--- config.mk ---
export PLATFORM = sky130hd
export DESIGN_NAME = dt_pass_seq
export DESIGN_NICKNAME = d
export VERILOG_FILES = /design/src/rtl/dt_pass_seq.sv
export SDC_FILE = /design/constraint.sdc
export NUM_CORES = 1
export LEC_CHECK = 0
export ABC_AREA = 1
export CORE_MARGIN = 2
export CORE_UTILIZATION = 46
export CTS_CLUSTER_DIAMETER = 60
export DETAILED_ROUTE_END_ITERATION = 8
export DONT_BUFFER_PORTS = 1
export GPL_TIMING_DRIVEN = 0
export HOLD_SLACK_MARGIN = 0.12
export MAX_ROUTING_LAYER = met4
export PLACE_DENSITY = 0.6
export SYNTH_ARGS = -nofsm -noshare
export SYNTH_HDL_FRONTEND = slang
export SYNTH_SLANG_ARGS = --single-unit
--- constraint.sdc ---
create_clock -name clk -period 2.2 [get_ports clk]
set_input_delay 0.44 -clock clk [delete_from_list [all_inputs] [get_ports clk]]
set_output_delay 0.44 -clock clk [all_outputs]
set_load 0.02 [all_outputs]
--- src/rtl/dt_pass_seq.sv ---
// Two-pass (forward/backward) raster sequencer for a distance-transform datapath.
// Initialises the result memory, then sweeps interior pixels forward and backward.
module dt_pass_seq #(
  parameter int IMG_W  = 128,
  parameter int IMG_H  = 128,
  parameter int AW     = 14,
  parameter int NLOAD  = 4,
  parameter int BORDER = 1
) (
  input  logic          clk,
  input  logic          reset,
  input  logic          start,
  input  logic          dp_ready,
  output logic [AW-1:0] pix_addr,
  output logic [1:0]    phase,
  output logic          sti_rd,
  output logic          res_rd,
  output logic [2:0]    load_cnt,
  output logic          op_en,
  output logic          res_wr,
  output logic          busy,
  output logic          done
);

  localparam int CW = (IMG_W > 1) ? $clog2(IMG_W) : 1;
  localparam int RW = (IMG_H > 1) ? $clog2(IMG_H) : 1;

  localparam logic [CW-1:0] COL_FIRST = CW'(BORDER);
  localparam logic [CW-1:0] COL_LAST  = CW'(IMG_W - 1 - BORDER);
  localparam logic [RW-1:0] ROW_FIRST = RW'(BORDER);
  localparam logic [RW-1:0] ROW_LAST  = RW'(IMG_H - 1 - BORDER);
  localparam logic [AW-1:0] LAST_ADDR = AW'(IMG_W * IMG_H - 1);
  localparam logic [AW-1:0] FWD_START = AW'(BORDER * IMG_W + BORDER);
  localparam logic [AW-1:0] ROW_STEP  = AW'(2 * BORDER + 1);
  localparam logic [2:0]    LAST_LOAD = 3'(NLOAD - 1);

  localparam logic [1:0] PH_IDLE = 2'd0;
  localparam logic [1:0] PH_INIT = 2'd1;
  localparam logic [1:0] PH_FWD  = 2'd2;
  localparam logic [1:0] PH_BWD  = 2'd3;

  typedef enum logic [2:0] {S_IDLE, S_INIT, S_LOAD, S_OP, S_WB, S_DONE} state_t;

  state_t        state;
  logic [RW-1:0] row;
  logic [CW-1:0] col;
  logic          sti_q, rd_q, op_q, wr_q;

  // Strobes are gated by dp_ready so a stalled cycle never issues a memory access.
  assign sti_rd = sti_q & dp_ready;
  assign res_rd = rd_q  & dp_ready;
  assign op_en  = op_q  & dp_ready;
  assign res_wr = wr_q  & dp_ready;

  always_ff @(posedge clk) begin
    if (!reset) begin
      state    <= S_IDLE;
      row      <= '0;
      col      <= '0;
      pix_addr <= '0;
      phase    <= PH_IDLE;
      load_cnt <= '0;
      sti_q    <= 1'b0;
      rd_q     <= 1'b0;
      op_q     <= 1'b0;
      wr_q     <= 1'b0;
      busy     <= 1'b0;
      done     <= 1'b0;
    end else begin
      case (state)
        S_IDLE: begin
          done <= 1'b0;
          if (start) begin
            state    <= S_INIT;
            phase    <= PH_INIT;
            pix_addr <= '0;
            row      <= '0;
            col      <= '0;
            load_cnt <= '0;
            sti_q    <= 1'b1;
            wr_q     <= 1'b1;
            busy     <= 1'b1;
          end
        end

        S_INIT: if (dp_ready) begin
          if (pix_addr == LAST_ADDR) begin
            state    <= S_LOAD;
            phase    <= PH_FWD;
            row      <= ROW_FIRST;
            col      <= COL_FIRST;
            pix_addr <= FWD_START;
            load_cnt <= '0;
            sti_q    <= 1'b0;
            wr_q     <= 1'b0;
            rd_q     <= 1'b1;
          end else begin
            pix_addr <= pix_addr + AW'(1);
          end
        end

        S_LOAD: if (dp_ready) begin
          if (load_cnt == LAST_LOAD) begin
            state    <= S_OP;
            load_cnt <= '0;
            rd_q     <= 1'b0;
            op_q     <= 1'b1;
          end else begin
            load_cnt <= load_cnt + 3'd1;
          end
        end

        S_OP: if (dp_ready) begin
          state <= S_WB;
          op_q  <= 1'b0;
          wr_q  <= 1'b1;
        end

        S_WB: if (dp_ready) begin
          wr_q <= 1'b0;
          if (phase == PH_FWD) begin
            state <= S_LOAD;
            rd_q  <= 1'b1;
            if (row == ROW_LAST && col == COL_LAST) begin
              // Backward start pixel equals the last forward pixel, so row/col/addr stay put.
              phase <= PH_BWD;
            end else if (col == COL_LAST) begin
              col      <= COL_FIRST;
              row      <= row + RW'(1);
              pix_addr <= pix_addr + ROW_STEP;
            end else begin
              col      <= col + CW'(1);
              pix_addr <= pix_addr + AW'(1);
            end
          end else begin
            if (row == ROW_FIRST && col == COL_FIRST) begin
              state <= S_DONE;
              phase <= PH_IDLE;
              done  <= 1'b1;
            end else begin
              state <= S_LOAD;
              rd_q  <= 1'b1;
              if (col == COL_FIRST) begin
                col      <= COL_LAST;
                row      <= row - RW'(1);
                pix_addr <= pix_addr - ROW_STEP;
              end else begin
                col      <= col - CW'(1);
                pix_addr <= pix_addr - AW'(1);
              end
            end
          end
        end

        S_DONE: begin
          state <= S_IDLE;
          done  <= 1'b0;
          busy  <= 1'b0;
        end

        default: state <= S_IDLE;
      endcase
    end
  end

endmodule

==> results of run 1 <==
-- sequential cells by signal, summed over array words and instances, names as in the netlist --
name	flops
col	7
wr_q	1
done	1
rd_q	1
load_cnt	3
state	3
busy	1
op_q	1
pix_addr	14
sti_q	1
row	7
phase	2
-- cells by family (layout without fill, tap and decap cells) --
kind of cell	after synthesis	after routing	share of synthesized area, %
simple gates	365	365	42.9
mux	1	1	0.282
flops	42	42	21.1
compound gates	102	102	14.2
buf+inv	95	115	11.1
fa+ha+maj	13	13	4.27
xor+xnor	28	28	6.15
-- final cells by class --
| class | instances | area [µm²] |
|---|---|---|
| plain buffers | 29 | 191 |
| clock buffers | 6 | 82.6 |
| clock inverters | 2 | 12.5 |
| fillers | 870 | 3860 |
| inverters | 65 | 253 |
| multi-input cells | 509 | 2800 |
| flip-flops and latches | 42 | 867 |
| well taps | 105 | 131 |
| repair buffers | 13 | 95.1 |
-- synthesized netlist by cell type (6+ instances only) --
cell type / instances
nand3_1: 69
nand2_1: 166
nand2_2: 9
buf_2: 12
nor2_4: 6
nand4_1: 19
nor2_1: 66
dfxtp_1: 42
nor3_1: 8
buf_6: 6
inv_1: 54
ha_1: 12
xor2_1: 21
o21ai_0: 36
buf_4: 6
xnor2_1: 7
a21oi_1: 52
inv_2: 8
-- through the flow --
| stage | power (mW) | std cells |
|---|---|---|
| floorplan | 4.62 | 646 |
| global placement | 5.57 | 751 |
| detailed placement | 5.63 | 751 |
| CTS | 6.29 | 760 |
| global route | 7.22 | 771 |
| finish | 6.62 | 771 |
-- routing by layer --
| layer | share of wire (%) | vias to the layer above | global-route usage (%) |
|---|---|---|---|
| met5 | 0 | - | - |
| met4 | 2.8 | 0 | 9.86 |
| met3 | 4.7 | 29 | 4.53 |
| met2 | 48 | 143 | 45.3 |
| met1 | 45 | 1995 | 32.2 |
| li1 | - | 2155 | - |
-- cell usage in the layout, fill, tap and decap left out, drive strengths merged --
cell      synthesis  layout
nand2           176     176
nor2             78      78
nand3            73      73
inv              63      64
a21oi            54      54
dfxtp            42      42
o21ai            37      37
buf              25      36
nand4            22      22
xor2             21      21
ha               12      12
clkbuf            5      12
nor3              8       8
xnor2             7       7
nand3b            4       4
or2               4       4
clkinvlp          0       2
o31ai             2       2
o211ai            2       2
a31oi             2       2
o211a             1       1
a211oi            1       1
mux2              1       1
o21bai            1       1
o221ai            1       1
o21a              1       1
fa                1       1
clkinv            2       1
-- report_power, final --
part | internal, mW | switching [mW]
clock | 0.253 | 0.313
sequential | 1.03 | 0.436
combinational | 1.69 | 2.90
-- worst max-delay path by stage --
| stage | slack, ns | cells after the start | end | startpoint |
|---|---|---|---|---|
| after floorplan | 0.15 | 14 | pix_addr[8] | col[1] |
| after global placement | -0.24 | 13 | sti_q | pix_addr[1] |
| after detailed placement | -0.25 | 12 | row[1] | pix_addr[1] |
| after CTS | -0.005 | 8 | row[2] | phase[1] |
| after global routing | -0.03 | 9 | row[1] | state[2] |
| final | 0.12 | 9 | row[1] | state[2] |
-- critical path: stages, from the launching register on --
cell and delay (ns):
dfxtp_1 0.48, nor2_1 0.14, nand2_2 0.24, nor2_1 0.13, nor2_4 0.21, nand3_2 0.14
nor2_4 0.24, buf_6 0.19, nand3_1 0.08, a21oi_1 0.16
-- what timing repair did --
item                                    CTS  global route
setup buffers                             1            12
gates resized for setup                  15            34
hold buffers                              0             0
pin swaps                                 1             9
gates cloned                              0             0
endpoints found under the hold margin     0             0
endpoints found under the setup margin   33            29
==> metrics.txt, run 1 <==
die footprint approximately 9400 µm²; synthesized area per cell about 6.2 µm²; routed vias around 4300; die height 97.1 µm; Post-DRT Antenna Nets 0; reg2reg end row[1]; R2R depth 9; DPL Wire Length between 8000 and 9000 µm; critical path peak fanout 10; crit path launch type flip-flop; asr flop ratio synth 0%; CP Capture Type flip-flop; Power Dens Cells ~1500 nW/µm²; DIE WIDTH just under 100 µm; Post-synth EDFFs 0; maxcap violations 0; Clock Sinks 42; Peak VDD IR between 0.0007 and 0.0008 V; layout net count 682; pin count of the biggest net entering global routing 14; ANT cells 0; final routed DRC violation total 0; Area growth syn-to-layout 11.3%; root buffer cell clkbuf_8; CTS max path bufs 2; first-pass GRT wire length approximately 20000 µm; post-synth top area share about a fifth; final hold violation count 0; final setup margin between 0.1 and 0.15 ns; WL/cell between 15 and 20 µm; sequential element share of the synthesized area between 20% and 30%; initial antenna violation count 0; HP Class in2reg; Num CTS Buffers 5; Synth cell types 47; initial core utilization about 48%; Final Cell Area 4440 µm²; Slew HR 53.0%; Yosys warnings 0; core area around 8300 µm²; leakage 1.97 nW; num ports 29; reg2reg setup slack ~0.12 ns; Final Critical Period roughly 2.1 ns; Clk pin slew, worst setup/hold paths approximately 0.090 ns; clk_skew between 0.01 and 0.015 ns; Worst-Margin Slew roughly 0.70 ns; final slew viol count 0; Buffers on Ports 0; Yosys top cell by area dfxtp_1; hold endpoint busy; Synth Net Count about 660; origin of the critical flop-to-flop path state[2]; critical path class reg2reg; H-tree depth 2; top post-synthesis cells by area dfxtp_1 21%, nand2_1 16%, nand3_1 8.7%; drt initial violations 232; status complete, no violations; Clock Latency Late Sink just over 0.3 ns; overall global routing resource usage a little over a quarter; prevailing post-synth register cell dfxtp_1; Synth Cell Area about 4000 µm²; hold_sp start; FF+latch count, synth 42; Synth Instances between 600 and 700; period utilization roughly 95%; Placer Congestion 0.983; hold path cells 2; final setup violation count 0; GRT overflow 0; Util after Layout a little over half; vias in the first global route between 4000 and 5000; Place WS -0.247 ns; clock tree from TritonCTS done; DP Area 4120 µm²; drt total wl between 10000 and 15000 µm; Max Clk Rate around 480 MHz; CP arrival roughly 2.3 ns; share of post-route cells with drive strength above 1 a little under a fifth; TNS Setup 0 ns; CP Data Required Time 2.43 ns; routed vias/inst 5.61; Fin Hold WS ~0.33 ns; drt pass-1 iters 4; row count 33
Power figures use the tool's default switching activity.
==> run 2, diff against run 1 <==
--- a/config.mk
+++ b/config.mk
@@ -6,7 +6,6 @@
 export NUM_CORES = 1
 export LEC_CHECK = 0
 export ABC_AREA = 1
-export CORE_MARGIN = 2
 export CORE_UTILIZATION = 46
 export CTS_CLUSTER_DIAMETER = 60
 export DETAILED_ROUTE_END_ITERATION = 8
==> metrics.txt, run 2 (synthesized netlist as in run 1, its figures left out) <==
Placer Congestion 0.929 (-5.5%); row count 33 (unchanged); ANT cells 0 (unchanged); Hold Buf Count CTS 0 (unchanged); CP Capture Type flip-flop; initial antenna violation count 0 (unchanged); CP arrival 2.32 ns (about the same); critical path class reg2reg; drt initial violations 237 (+2.2%); CTS max path bufs 2 (unchanged); Clock Latency Late Sink 0.30 ns (about the same); hold path cells 2 (unchanged); Psw 3.62 mW (-0.86%); share of post-route cells with drive strength above 1 18.3% (-0.37 points); routed vias/inst 5.62 (+0.23%); drt total wl 12200 µm (-2.0%); hold_sp start; final setup violation count 0 (unchanged); first-pass GRT wire length 19600 µm (-2.2%); reg2reg end col[1]; die footprint 9040 µm² (-4.1%); maxcap violations 0 (unchanged); clock power share 9.6% (+1.0 points); core area 8300 µm² (unchanged); combinational share of power 68.6% (-0.8 points); Max Clk Rate 477 MHz (-0.61%); critical path peak fanout 10 (unchanged); fill count 882 (+1.4%); max reg flops 14 (unchanged); RSZ-0062 raised after global routing true; hold endpoint busy; die height 95.1 µm (-2.1%); root buffer cell clkbuf_8; final setup margin 0.104 ns (-0.0127 ns); period utilization 95.3% (+0.58 points); Final Cell Area 4430 µm² (-0.14%); leakage 1.96 nW (-0.53%); DPL Wire Length 8830 µm (-1.6%); overall global routing resource usage 29.0% (+2.2 points); drt pass-1 iters 5 (+1); initial core utilization 48.0% (unchanged); Num CTS Buffers 5 (unchanged); largest reg by FF count pix_addr; Sw Ratio 54.7% (-0.46 points); DP Area 4120 µm² (unchanged); Buffers on Ports 0 (unchanged); clk_skew 0.00721 ns (-0.00687 ns); Power Dens Cells 1490 nW/µm² (+0.12%); Slew HR 53.0% (about the same); vias in the first global route 3986 (-2.6%); H-tree depth 2 (unchanged); HP Class in2reg; P_int 3.00 mW (+1.0%); WL/cell 15.9 µm (-1.6%); reg2reg setup slack 0.10 ns (about the same); final hold violation count 0 (unchanged); final routed DRC violation total 0 (unchanged); pin count of the biggest net entering global routing 14 (unchanged); crit path launch type flip-flop; commonest non-fill, non-tap cell in the layout nand2_1; R2R depth 13 (+4); origin of the critical flop-to-flop path pix_addr[0]; CP Data Required Time 2.43 ns (about the same); clock tree from TritonCTS done; biggest regs pix_addr x14, col x7, row x7; routed vias 4315 (-0.16%); Post-DRT Antenna Nets 0 (unchanged); Peak VDD IR 0.000786 V (+9.4%); Clk pin slew, worst setup/hold paths 0.09 ns (about the same); Final Critical Period 2.10 ns (+0.0127 ns); status complete, no violations; Seq pwr share 21.8% (-0.3 points); Place WS -0.308 ns (-0.0612 ns); num ports 29 (unchanged); layout net count 679 (-0.44%); final slew viol count 0 (unchanged); Worst-Margin Slew 0.705 ns (+0.000187 ns); DIE WIDTH 95.1 µm (-2.1%); GRT overflow 0 (unchanged); Clock Sinks 42 (unchanged); Area growth syn-to-layout 11.1%; leading cell types in the layout, fill and taps excluded 163 x nand2_1, 68 x nand3_1, 58 x nor2_1
## run 2: power groups by stage
stage | sequential (mW) | clock [mW] | combinational [mW]
final | 1.44 | 0.634 | 4.54
after global routing | 1.48 | 0.679 | 5.07
after CTS | 1.41 | 0.657 | 4.33
after detailed placement | 1.41 | 0 | 4.21
after global placement | 1.41 | 0 | 4.15
after floorplan | 1.33 | 0 | 3.29
## run 2: how the worst max path moves through the flow
stage                            from           to
after floorplan                col[1]  pix_addr[8]
after detailed placement  pix_addr[1]       row[6]
after CTS                 pix_addr[1]       row[6]
final                     pix_addr[0]       col[1]
after global placement    pix_addr[1]        sti_q
after global routing         phase[1]       col[6]
## run 2: stage by stage
step	hold WS, ns	total power, mW	cells	utilization (%)	setup TNS, ns
5_1_grt	0.338	7.23	768	53.4	-0.0319
6_report	0.327	6.62	768	53.4	0
2_1_floorplan	0.424	4.62	646	-	0
3_5_place_dp	0.447	5.62	751	49.6	-5.96
4_1_cts	0.333	6.39	760	51.6	0
3_3_place_gp	0.452	5.55	751	49.6	-5.08
## run 2: layout make-up
| cell class | count | area, µm² | area share [%] |
|---|---|---|---|
| multi-input cells | 509 | 2810 | 63.4 |
| flip-flops and latches | 42 | 866 | 19.5 |
| inverters | 65 | 251 | 5.68 |
| plain buffers | 30 | 199 | 4.49 |
| well taps | 105 | 131 | 2.97 |
| clock buffers | 6 | 72.6 | 1.64 |
| repair buffers | 9 | 65.1 | 1.47 |
| clock inverters | 2 | 37.5 | 0.847 |
## run 2: worst max-delay path: stages, from the launching register on
cell and delay, ns:
dfxtp_4 0.42, ha_4 0.20, inv_1 0.07, nor2_2 0.05, nand2_2 0.11, inv_2 0.06, a21oi_4 0.30, clkinv_2 0.20
nand2_2 0.12, nor2_4 0.06, buf_6 0.15, nand2_1 0.07, nand2_1 0.06, a21oi_1 0.15
## run 2: what timing repair did
item,in CTS,in global routing
pin swaps,3,7
buffers inserted,1,8
setup endpoints to repair,36,32
resized for setup,19,31
## run 2: per-layer routing
| layer | up-vias | routed length, µm | track usage, % |
|---|---|---|---|
| met5 | - | 0 | - |
| met4 | 0 | 300 | 10.4 |
| met3 | 26 | 657 | 5.58 |
| met2 | 124 | 5860 | 48.9 |
| met1 | 2018 | 5400 | 34.2 |
| li1 | 2147 | - | - |
